## config.mk

```make
export PLATFORM = sky130hd
export DESIGN_NAME = pe_layer_resolver
export DESIGN_NICKNAME = d
export VERILOG_FILES = /design/src/rtl/pe_layer_resolver.sv
export SDC_FILE = /design/constraint.sdc
export NUM_CORES = 1
export LEC_CHECK = 0
export CAP_MARGIN = 20
export CORE_UTILIZATION = 50
export DETAILED_ROUTE_END_ITERATION = 8
export GPL_ROUTABILITY_DRIVEN = 0
export MAX_ROUTING_LAYER = met4
export PLACE_DENSITY = 0.87
export REMOVE_ABC_BUFFERS = 1
export SYNTH_ARGS = -nofsm -noshare
export SYNTH_HDL_FRONTEND = slang
export SYNTH_SLANG_ARGS = --single-unit
```

## constraint.sdc

```tcl
create_clock -name clk -period 10.2 [get_ports clk]
set_input_delay 1.02 -clock clk [delete_from_list [all_inputs] [get_ports clk]]
set_output_delay 1.02 -clock clk [all_outputs]
set_load 0.02 [all_outputs]
```

## src/rtl/pe_layer_resolver.sv

```systemverilog
// Two-stage layer priority resolver: S1 captures the candidate layers, S2 picks
// the frontmost opaque layer and its runner-up, with a valid/ready handshake and a pixel counter.
module pe_layer_resolver #(
  parameter int LAYERS = 5,
  parameter int PRIO_W = 2,
  parameter int DATA_W = 15,
  parameter int CNT_W  = 8,
  parameter int ID_W   = $clog2(LAYERS + 1)
) (
  input  logic                     clk,
  input  logic                     rst_b,
  input  logic                     clear,
  input  logic                     in_valid,
  output logic                     in_ready,
  input  logic [LAYERS*PRIO_W-1:0] in_prio,
  input  logic [LAYERS-1:0]        in_opaque,
  input  logic [LAYERS*DATA_W-1:0] in_data,
  input  logic [DATA_W-1:0]        backdrop,
  output logic                     out_valid,
  input  logic                     out_ready,
  output logic [ID_W-1:0]          top_id,
  output logic [DATA_W-1:0]        top_data,
  output logic [ID_W-1:0]          second_id,
  output logic [DATA_W-1:0]        second_data,
  output logic [CNT_W-1:0]         pix_count
);

  logic                     s1_valid_q, s1_valid_d;
  logic [LAYERS*PRIO_W-1:0] s1_prio_q, s1_prio_d;
  logic [LAYERS-1:0]        s1_opaque_q, s1_opaque_d;
  logic [LAYERS*DATA_W-1:0] s1_data_q, s1_data_d;
  logic [DATA_W-1:0]        s1_backdrop_q, s1_backdrop_d;

  logic                     out_valid_q, out_valid_d;
  logic [ID_W-1:0]          top_id_q, top_id_d, second_id_q, second_id_d;
  logic [DATA_W-1:0]        top_data_q, top_data_d, second_data_q, second_data_d;
  logic [CNT_W-1:0]         pix_count_q, pix_count_d;

  logic s1_en, s2_en;

  logic [PRIO_W-1:0] prio_arr [LAYERS];
  logic [DATA_W-1:0] data_arr [LAYERS];

  genvar gi;
  generate
    for (gi = 0; gi < LAYERS; gi++) begin : g_unpack
      assign prio_arr[gi] = s1_prio_q[gi*PRIO_W +: PRIO_W];
      assign data_arr[gi] = s1_data_q[gi*DATA_W +: DATA_W];
    end
  endgenerate

  assign s2_en    = !out_valid_q || out_ready;
  assign s1_en    = !s1_valid_q || s2_en;
  assign in_ready = s1_en;

  // Linear scan in ascending index: a strict '<' on priority lets the lower index win ties.
  logic              t_found, s_found;
  logic [ID_W-1:0]   t_idx, s_idx;
  logic [PRIO_W-1:0] t_prio, s_prio;
  logic [DATA_W-1:0] t_data, s_data;

  always_comb begin
    t_found = 1'b0;
    t_idx   = ID_W'(LAYERS);
    t_prio  = '0;
    t_data  = s1_backdrop_q;
    s_found = 1'b0;
    s_idx   = ID_W'(LAYERS);
    s_prio  = '0;
    s_data  = s1_backdrop_q;
    for (int i = 0; i < LAYERS; i++) begin
      if (s1_opaque_q[i]) begin
        if (!t_found || prio_arr[i] < t_prio) begin
          s_found = t_found;
          s_idx   = t_idx;
          s_prio  = t_prio;
          s_data  = t_data;
          t_found = 1'b1;
          t_idx   = ID_W'(i);
          t_prio  = prio_arr[i];
          t_data  = data_arr[i];
        end else if (!s_found || prio_arr[i] < s_prio) begin
          s_found = 1'b1;
          s_idx   = ID_W'(i);
          s_prio  = prio_arr[i];
          s_data  = data_arr[i];
        end
      end
    end
  end

  always_comb begin
    s1_valid_d    = s1_valid_q;
    s1_prio_d     = s1_prio_q;
    s1_opaque_d   = s1_opaque_q;
    s1_data_d     = s1_data_q;
    s1_backdrop_d = s1_backdrop_q;
    out_valid_d   = out_valid_q;
    top_id_d      = top_id_q;
    top_data_d    = top_data_q;
    second_id_d   = second_id_q;
    second_data_d = second_data_q;
    pix_count_d   = pix_count_q;
    if (clear) begin
      s1_valid_d  = 1'b0;
      out_valid_d = 1'b0;
      pix_count_d = '0;
    end else begin
      if (s1_en) begin
        s1_valid_d = in_valid;
        if (in_valid) begin
          s1_prio_d     = in_prio;
          s1_opaque_d   = in_opaque;
          s1_data_d     = in_data;
          s1_backdrop_d = backdrop;
        end
      end
      if (s2_en) begin
        out_valid_d = s1_valid_q;
        if (s1_valid_q) begin
          top_id_d      = t_idx;
          top_data_d    = t_data;
          second_id_d   = s_idx;
          second_data_d = s_data;
        end
      end
      if (out_valid_q && out_ready) pix_count_d = pix_count_q + CNT_W'(1);
    end
  end

  always_ff @(posedge clk or negedge rst_b) begin
    if (!rst_b) begin
      s1_valid_q    <= 1'b0;
      s1_prio_q     <= '0;
      s1_opaque_q   <= '0;
      s1_data_q     <= '0;
      s1_backdrop_q <= '0;
      out_valid_q   <= 1'b0;
      top_id_q      <= '0;
      top_data_q    <= '0;
      second_id_q   <= '0;
      second_data_q <= '0;
      pix_count_q   <= '0;
    end else begin
      s1_valid_q    <= s1_valid_d;
      s1_prio_q     <= s1_prio_d;
      s1_opaque_q   <= s1_opaque_d;
      s1_data_q     <= s1_data_d;
      s1_backdrop_q <= s1_backdrop_d;
      out_valid_q   <= out_valid_d;
      top_id_q      <= top_id_d;
      top_data_q    <= top_data_d;
      second_id_q   <= second_id_d;
      second_data_q <= second_data_d;
      pix_count_q   <= pix_count_d;
    end
  end

  assign out_valid   = out_valid_q;
  assign top_id      = top_id_q;
  assign top_data    = top_data_q;
  assign second_id   = second_id_q;
  assign second_data = second_data_q;
  assign pix_count   = pix_count_q;

endmodule

```

# After elaboration in Yosys (flattened, before gate mapping)
# Index checks and enable logic that the tools add are counted.
dict set report classes {
  mux 76
  bitwise_logic 1
  n_lt_le_gt_ge 7
  reduce_logical 24
  addsub 1
}
# cell n
set ops {}
lappend ops {{2-to-1 mux 15 bit} 20}
lappend ops {{2-to-1 mux 3 bit} 20}
lappend ops {{2-to-1 mux 2 bit} 15}
lappend ops {{2-to-1 mux 1 bit} 19}
lappend ops {{2-to-1 mux 8 bit} 2}
lappend ops {{< comparator 2 bit} 7}
lappend ops {{zero test 1 bit} 9}
lappend ops {{logical OR 1 bit} 9}
lappend ops {{adder 8 x 1 -> 8 bit (second input constant)} 1}
lappend ops {{AND reduction 3 bit} 2}
lappend ops {{nonzero test 2 bit} 3}
lappend ops {{logical AND 1 bit} 1}
lappend ops {{NOT 1 bit} 1}
dict set report totals {
  out_inout_bits 46
  wordCells 120
  inputBits 110
  reg_bits 151
}

# Longest topological paths before layout
# Gate-level depths: netlist of the first run.
dict set report logic_depth {
  ltp_word 20
  mapped_depth 35
  depth_no_buf 28
}

# Worst setup path after synthesis of the first run
# Ideal clock, no wire load.
dict set report synth_timing {
  path_type {register -> register}
  start {register s1_opaque_q[0]}
  end {register second_data_q[10], in the netlist second_data[10]}
  n_path_buf 8
  period_less_slack_ps 7120
  slack_ps 3080
  required_time_ps 10114
  arrival_ps 7034
  stages_incl_launch_ff 34
  setup_ps 86
  cell_sequence {dfrtp_1 buf_6 clkbuf_1 buf_1 nand2_1 ha_1 buf_2 nand2b_1 a21oi_1 buf_2 nor2_1 a31oi_1 ha_1 nor2_1 a31o_2 or3_1 nand2_1 buf_2 o21ai_0 ha_1 or2_2 a311oi_4 o21ai_1 clkbuf_1 nor2_1 a21oi_1 ha_1 o21bai_1 a31o_2 a211oi_2 nor4_4 buf_6 a221o_1 a32oi_1}
}
dict set report synth_between {
  elab_chain_len 20
  elab_cells_between_ends 69
  classes_between {7 x order compare; 48 x mux; 14 x reduce/logical}
}
# element line
set synth_rtl {}
lappend synth_rtl {{start, declared} 30} ;# logic [LAYERS-1:0] s1_opaque_q, s1_opaque_d;
lappend synth_rtl {{start signal, assigned} 147} ;# s1_opaque_q <= s1_opaque_d;
lappend synth_rtl {{2-to-1 mux 2 bit or 2-to-1 mux 1 bit (tied branches)} 72} ;# if (s1_opaque_q[i]) begin
lappend synth_rtl {{< comparator 2 bit or zero test 1 bit (tied branches)} 73} ;# if (!t_found || prio_arr[i] < t_prio) begin
lappend synth_rtl {{logical OR 1 bit} 73}
lappend synth_rtl {{2-to-1 mux 2 bit or 2-to-1 mux 1 bit (tied branches)} 73}
lappend synth_rtl {{2-to-1 mux 2 bit or 2-to-1 mux 1 bit (tied branches)} 72}
lappend synth_rtl {{< comparator 2 bit or zero test 1 bit (tied branches)} 82} ;# end else if (!s_found || prio_arr[i] < s_prio) begin
lappend synth_rtl {{logical OR 1 bit} 82}
lappend synth_rtl {{2-to-1 mux 2 bit or 2-to-1 mux 1 bit (tied branches)} 82}
lappend synth_rtl {{(+4 left out)} -}
lappend synth_rtl {{2-to-1 mux 2 bit or 2-to-1 mux 1 bit (tied branches)} 82}
lappend synth_rtl {{2-to-1 mux 2 bit or 2-to-1 mux 1 bit (tied branches)} 73}
lappend synth_rtl {{2-to-1 mux 2 bit or 2-to-1 mux 1 bit (tied branches)} 72}
lappend synth_rtl {{< comparator 2 bit or zero test 1 bit (tied branches)} 82}
lappend synth_rtl {{logical OR 1 bit} 82}
lappend synth_rtl {{2-to-1 mux 15 bit} 82}
lappend synth_rtl {{2-to-1 mux 15 bit} 73}
lappend synth_rtl {{2-to-1 mux 15 bit (*)} 72}
lappend synth_rtl {{end signal, assigned} 154} ;# second_data_q <= second_data_d;
lappend synth_rtl {{end, declared} 36} ;# logic [DATA_W-1:0] top_data_q, top_data_d, second_data_q, second_data_d;
# Mark *: on every way between the ends. The rest lies on a longest branch, timed or not.
# A chain may end at the register's enable or synchronous reset.

# Final worst setup path of the first run
dict set report layout_timing {
  start {register s1_prio_q[1]}
  end {register second_data_q[9], in the netlist second_data[9]}
}
dict set report layout_between {
  elab_chain_len 20
  elab_cells_between_ends 66
  classes_between {7 x order compare; 46 x mux; 13 x reduce/logical}
}
# element line
set layout_rtl {}
lappend layout_rtl {{start, declared} 29} ;# logic [LAYERS*PRIO_W-1:0] s1_prio_q, s1_prio_d;
lappend layout_rtl {{start signal, assigned} 146} ;# s1_prio_q <= s1_prio_d;
lappend layout_rtl {{2-to-1 mux 2 bit (*)} 72}
lappend layout_rtl {{< comparator 2 bit} 73}
lappend layout_rtl {{logical OR 1 bit} 73}
lappend layout_rtl {{2-to-1 mux 2 bit or 2-to-1 mux 1 bit (tied branches)} 73}
lappend layout_rtl {{2-to-1 mux 2 bit or 2-to-1 mux 1 bit (tied branches)} 72}
lappend layout_rtl {{< comparator 2 bit or zero test 1 bit (tied branches)} 82}
lappend layout_rtl {{logical OR 1 bit} 82}
lappend layout_rtl {{2-to-1 mux 2 bit or 2-to-1 mux 1 bit (tied branches)} 82}
lappend layout_rtl {{(+4 left out)} -}
lappend layout_rtl {{2-to-1 mux 2 bit or 2-to-1 mux 1 bit (tied branches)} 82}
lappend layout_rtl {{2-to-1 mux 2 bit or 2-to-1 mux 1 bit (tied branches)} 73}
lappend layout_rtl {{2-to-1 mux 2 bit or 2-to-1 mux 1 bit (tied branches)} 72}
lappend layout_rtl {{< comparator 2 bit or zero test 1 bit (tied branches)} 82}
lappend layout_rtl {{logical OR 1 bit} 82}
lappend layout_rtl {{2-to-1 mux 15 bit} 82}
lappend layout_rtl {{2-to-1 mux 15 bit} 73}
lappend layout_rtl {{2-to-1 mux 15 bit (*)} 72}
# Marks and branches as above.

==> run metrics, run 1 <==
global-route wire length before repair=40.5 mm; actual slew at the worst max-slew pin=1.12 ns; CTS Buffer Depth=2; IO Count=156; Syn Area/Cell=10.2 um^2; Remaining DRCs=0; CTS Hold Bufs=0; status=completed; r2r setup slk=1.71 ns; MaxCap Viol Count=0; Area after DPL=10,500 um^2; final worst-path cycle share=0.832; Final Hold Viols=0; Switch Pwr=1090 uW; wire per inst=20.5 um; RSZ-0062 raised after global routing=false; CTS Buf Count=17; Initial DRC Count=909; Flop pwr share=0.313; clock transition at the registers of the reported paths=0.06 ns; critical path launch point=s1_prio_q[1]$_DFFE_PN0P_; worst setup margin=1.71 ns; Worst EP arrival=8.76 ns; worst r2r src=s1_prio_q[1]$_DFFE_PN0P_; htree depth=4; pre-CTS WS=2.02 ns; initial antenna violation count=0; vias in the first global route=7,759; leakage=0.00455 uW; row count=48; DRT antenna net count=0; Root Driver=clkbuf_16; die area=18,200 um^2; largest net degree at the start of global routing=84; FF+latch count, synth=151; Worst-Skew Late Latency=0.44 ns; routed via count=7,821; Vias/cell=6.37; R2R depth=22; most frequent cells in the layout=clkdlybuf4s50_1 (154), dfrtp_1 (151), mux2_2 (119); Setup crit start kind=flip-flop; GRT overflow=0; IO buf count=155; Post-synth ARST share=1.00; sequential-to-total area share from yosys stat=0.427; final setup skew=0.00985 ns; Core Box Area=17,300 um^2; Power Density=248 nW/um^2; post-cts sizing count=0; critical path fanouts, max=42; Nets=1,108; Max-Slew Margin vs Limit=0.245; min cycle time layout=8.49 ns; Min-Delay Path Class=flip-flop to flip-flop; Detailed Routing Iterations Pass 1=6; Layout area overhead=26.8%; fin area=11,200 um^2; setup bufs post-CTS=0; all-layer global routing usage=0.297; Post-Syn Area=8850 um^2; layout cells sized above 1=0.193; clock power share=0.232; Distinct cells, synth=69; Pint=1690 uW; final WL=25.2 mm; Sw Ratio=0.392; antenna fix cells=0; TritonCTS clock tree=done; CP endpoint kind=flip-flop; commonest non-fill, non-tap cell in the layout=clkdlybuf4s50_1; crit path capture=second_data[9]$_DFFE_PN0P_; reg2reg end=second_data[9]$_DFFE_PN0P_; WS Path Type=flip-flop to flip-flop; yosys warns=0; Max IR drop VDD=0.000139 V; Gate Count Post-Synth=869; final core utilization=0.648; Synth Flop Type=dfrtp_1; fmax=118 MHz; final setup fails=0; die width=135 um; Die Span Y=135 um; Combinational Power Share=0.455; DP HPWL=16.8 mm; setup_tns=0 ns; final number of max-transition violations=0; number of synthesized flops with an enable pin=0; Initial Util=0.511; WP data required=10.47 ns; clock sinks=151
-- power by group through the flow --
stage,sequential (uW),clock (uW),combinational [uW]
4_1_cts,868,649,1230
3_3_place_gp,872,0,1150
5_1_grt,886,680,1360
3_5_place_dp,876,0,1210
6_report,873,645,1270
2_1_floorplan,920,0,706
-- synth_stat cells (6+ instances only) --
cell,n,area [um^2]
buf_1,7,26.3
nor2_1,87,327
mux2i_1,36,360
dfrtp_1,151,3780
ha_1,8,100
a221o_1,16,160
o31a_1,14,123
o21ai_1,6,30.0
a31oi_1,17,106
o21ai_0,29,145
and2_1,18,113
a221oi_1,16,140
mux2_2,119,1340
inv_1,16,60.1
a21oi_1,44,220
a32oi_1,14,123
o211ai_1,28,210
clkbuf_1,43,161
nand2_1,63,236
nand3_1,16,80.1
a211oi_1,18,135
nand2b_1,8,50.1
buf_2,14,70.1
-- through the flow --
stage          cells  power, uW  hold WS, ns
3_5_place_dp    1192       2090        0.498
4_1_cts         1224       2740        0.518
3_3_place_gp    1188       2020        0.466
5_1_grt         1228       2930        0.531
2_1_floorplan    801       1630        0.495
6_report        1228       2780        0.515
-- worst max-delay path, cell delays in order, from the launching register on --
cell and delay (ns):
dfrtp_1 0.36, nand2_1 0.08, ha_1 0.29, nand2b_1 0.25, a21oi_2 0.78, nor2_1 0.08, a31oi_1 0.35, ha_1 0.33
nor2_1 0.10, a31o_2 0.31, or3_1 0.36, nand2_1 0.80, o21ai_0 0.31, ha_1 0.33, or2_2 0.31, a311oi_4 0.39
o21a_2 0.75, a21oi_1 0.18, ha_1 0.40, a21oi_1 0.16, nor4_4 1.01, a221o_1 0.31, a32oi_1 0.06
-- sequential cells by signal, summed over array words and instances (netlist names) --
signal	flops
s1_prio_q	10
top_data	15
s1_data_q	75
s1_valid_q	1
second_id	3
s1_backdrop_q	15
s1_opaque_q	5
out_valid	1
top_id	3
second_data	15
pix_count	8
-- area by class of cell --
class / instances / area [um^2]
Sequential cell: 151 / 3780
Clock buffer: 21 / 450
Multi-Input combinational cell: 634 / 4730
Inverter: 16 / 60.1
Timing Repair Buffer: 170 / 1770
Tap cell: 225 / 282
Clock inverter: 11 / 149
Fill cell: 1297 / 6080
-- worst min-delay path by stage --
stage | start | to | slack [ns] | cells after the start
floorplan | s1_data_q[59]$_DFFE_PN0P_ | s1_data_q[59]$_DFFE_PN0P_ | 0.50 | 1
global placement | top_data[13]$_DFFE_PN0P_ | top_data[13]$_DFFE_PN0P_ | 0.47 | 2
detailed placement | top_data[10]$_DFFE_PN0P_ | top_data[10]$_DFFE_PN0P_ | 0.50 | 1
CTS | second_id[2]$_DFFE_PN0P_ | second_id[2]$_DFFE_PN0P_ | 0.52 | 2
global route | top_data[10]$_DFFE_PN0P_ | top_data[10]$_DFFE_PN0P_ | 0.53 | 1
finish | second_id[2]$_DFFE_PN0P_ | second_id[2]$_DFFE_PN0P_ | 0.51 | 2
-- metal layers --
metal	routed length, um	GRT usage	vias to the layer above
met4	922	0.141	0
met2	12000	0.462	482
met5	0	-	-
met3	2200	0.0631	83
met1	10100	0.369	3797
li1	-	-	3459
-- cell families (layout without fill, tap and decap cells) --
logic type               count (synthesis)  after routing  synth area share
AO/OA/AOI/OAI                          235            235             0.197
buffers and inverters                   84            218            0.0410
multiplexers                           156            156             0.194
XOR/XNOR                                 7              7           0.00693
adder cells (fa/ha/maj)                 10             10            0.0136
AND/OR/NAND/NOR                        226            226             0.120
flip-flops                             151            151             0.427
Note: power is estimated with default switching activity, not from simulation.
==> inputs of run 2 (changes only) <==
--- a/config.mk
+++ b/config.mk
@@ -6,11 +6,11 @@
 export NUM_CORES = 1
 export LEC_CHECK = 0
 export CAP_MARGIN = 20
-export CORE_UTILIZATION = 50
+export CORE_UTILIZATION = 49
 export DETAILED_ROUTE_END_ITERATION = 8
 export GPL_ROUTABILITY_DRIVEN = 0
 export MAX_ROUTING_LAYER = met4
-export PLACE_DENSITY = 0.87
+export PLACE_DENSITY = 0.89
 export REMOVE_ABC_BUFFERS = 1
 export SYNTH_ARGS = -nofsm -noshare
 export SYNTH_HDL_FRONTEND = slang
==> constraint.sdc (replaced) <==
create_clock -name clk -period 7.54 [get_ports clk]
set_input_delay 0.754 -clock clk [delete_from_list [all_inputs] [get_ports clk]]
set_output_delay 0.754 -clock clk [all_outputs]
set_load 0.02 [all_outputs]
==> run 2 against run 1 <==
Against the previous run:
- sequential share of layout area up 0.064 points
- worst hold slack got worse by 0.090 ns
- fmax increased by 22%
- worst setup slack got worse by 1.1 ns
- wire length is 2.2% lower
- sequential power rose by 34%
- die area grew 2.0%
- power grew 35%
- largest cell class unchanged
==> run metrics, run 2 (synthesized netlist as in run 1, its figures left out) <==
CTS Buffer Depth=2 (unchanged); leakage=0.00455 uW (about the same); Min-Delay Path Class=primary input to async pin; MaxCap Viol Count=0 (unchanged); layout cells sized above 1=0.201 (+0.00738); Worst EP arrival=7.28 ns (-1.48 ns); Worst path slowest cell=and2_1; final WL=24.6 mm (-2.2%); htree depth=4 (unchanged); actual slew at the worst max-slew pin=1.07 ns (-0.0581 ns); Switch Pwr=1480 uW (+35%); Initial DRC Count=768 (-16%); Flop pwr share=0.313 (about the same); largest net degree at the start of global routing=99 (+18%); die width=136 um (+1.0%); # fillers=1,337 (+3.1%); Nets=1,112 (+0.36%); min cycle time layout=6.94 ns (-1.55 ns); critical path fanouts, max=19 (-55%); die area=18,600 um^2 (+2.0%); Vias/cell=6.18 (-3.0%); CTS Buf Count=17 (unchanged); Pint=2280 uW (+34%); commonest non-fill, non-tap cell in the layout=clkdlybuf4s50_1; final worst-path cycle share=0.920 (+0.0878); wire per inst=20.0 um (-2.5%); Max IR drop VDD=0.000242 V (+74%); final setup fails=0 (unchanged); final core utilization=0.641 (-0.00790); Largest stage delay, worst path=0.42 ns (-0.59 ns); total power=3750 uW (+35%); r2r setup slk=0.60 ns (-1.11 ns); all-layer global routing usage=0.281 (-0.0152); reg2reg end=second_data[8]$_DFFE_PN0P_; Largest Register=s1_data_q; clock power share=0.234 (+0.002); row count=48 (unchanged); IO Count=156 (unchanged); Core Box Area=17,500 um^2 (+1.0%); worst r2r src=s1_prio_q[1]$_DFFE_PN0P_; WP data required=7.88 ns (-2.59 ns); Root Driver=clkbuf_16; Power Density=335 nW/um^2 (+35%); RSZ-0062 raised after global routing=false; DRT antenna net count=0 (unchanged); Setup crit start kind=flip-flop; Remaining DRCs=0 (unchanged); most frequent cells in the layout=clkdlybuf4s50_1 (154), dfrtp_1 (151), mux2_2 (119); Sw Ratio=0.394 (+0.00196); Max-Slew Margin vs Limit=0.289 (+0.0444); DP HPWL=16.1 mm (-3.8%); IO buf count=155 (unchanged); initial antenna violation count=1 (+1); FF/Latch Area=3780 um^2 (unchanged); TritonCTS clock tree=done; Die Span Y=136 um (+1.0%); most used cell, CP=ha_1; Detailed Routing Iterations Pass 1=8 (+2); Combinational Power Share=0.453 (-0.002); WS Path Type=flip-flop to flip-flop; global-route wire length before repair=38.7 mm (-4.3%); Initial Util=0.506 (-0.00527); CP endpoint kind=flip-flop; max FFs per register=75 (unchanged); Final Hold Viols=0 (unchanged); Post-Place Cells=1,197 (+0.42%); vias in the first global route=7,531 (-2.9%); status=completed; fin cells=1,232 (+0.33%); Layout area overhead=26.5%; clock sinks=151 (unchanged); fmax=144 MHz (+22%); clock transition at the registers of the reported paths=0.07 ns (about the same); GRT overflow=0 (unchanged); routed via count=7,608 (-2.7%); final number of max-transition violations=0 (unchanged); Worst-Skew Late Latency=0.43 ns (about the same); final setup skew=0.00613 ns (-0.00372 ns); Multi-input gate area=4730 um^2 (+0.11%); R2R depth=30 (+36%)
-- run 2: changes by cell type in the layout (fill, tap and decap cells not counted), sizes merged --
cell	change
buf	+4
clkbuf	-4
clkinv	+2
diode	+1
inv	+1
-- run 2: timing repair --
action                                  4_1_cts  5_1_grt
resized for setup                             0        3
hold buffers                                  0        0
buffers inserted                              0        1
endpoints found under the setup margin        0       15
-- run 2: how the worst max path moves through the flow --
stage                                           from                           to  slack [ns]  cells past startpoint
after floorplan           s1_opaque_q[0]$_DFFE_PN0P_   second_data[0]$_DFFE_PN0P_       -1.08                     22
after global placement      s1_prio_q[3]$_DFFE_PN0P_  second_data[14]$_DFFE_PN0P_        0.55                     25
after detailed placement    s1_prio_q[1]$_DFFE_PN0P_   second_data[7]$_DFFE_PN0P_        0.31                     26
after CTS                   s1_prio_q[1]$_DFFE_PN0P_   second_data[6]$_DFFE_PN0P_        0.18                     26
after global routing        s1_prio_q[1]$_DFFE_PN0P_   second_data[8]$_DFFE_PN0P_        0.09                     30
final                       s1_prio_q[1]$_DFFE_PN0P_   second_data[8]$_DFFE_PN0P_        0.60                     30
-- run 2: through the flow --
stage / setup TNS, ns / setup WS, ns / instance area [um^2] / hold WS, ns
after global routing: 0 / 0.0917 / 11200 / 0.483
after detailed placement: 0 / 0.314 / 10500 / 0.475
final: 0 / 0.602 / 11200 / 0.425
after floorplan: -18.70 / -1.08 / 8540 / 0.458
after global placement: 0 / 0.555 / 10500 / 0.470
after CTS: 0 / 0.181 / 11100 / 0.455
-- run 2: cell type report --
cell class / instances / share of cell area
multi-input cells: 634 / 0.423
flip-flops and latches: 151 / 0.338
repair buffers: 174 / 0.155
clock buffers: 17 / 0.0380
well taps: 225 / 0.0251
clock inverters: 14 / 0.0159
inverters: 16 / 0.00536
diodes: 1 / 0.000224
-- run 2: worst max-delay path, delay by kind of cell, from the launching register on --
kind / cells / cell delay [ns]
DFF: 1 / 0.36
adders and majority gates: 4 / 1.16
AOI/OAI and AO/OA: 15 / 3.30
and+or+nand+nor: 9 / 1.54
buffers and inverters: 2 / 0.45
-- run 2: metal layers --
layer | wire [um] | track usage | part of all wire | up-vias
met4 | 718 | 0.115 | 0.029 | 0
li1 | - | - | - | 3475
met3 | 1930 | 0.0589 | 0.079 | 66
met1 | 10100 | 0.352 | 0.41 | 3655
met5 | 0 | - | 0 | -
met2 | 11900 | 0.443 | 0.48 | 412
-- run 2: power groups by stage --
stage                     sequential, uW  clock (uW)  combinational (uW)
final                               1170         878                1700
after global routing                1190         928                1830
after CTS                           1170         885                1640
after detailed placement            1180           0                1620
after global placement              1170           0                1580
after floorplan                     1240           0                 955
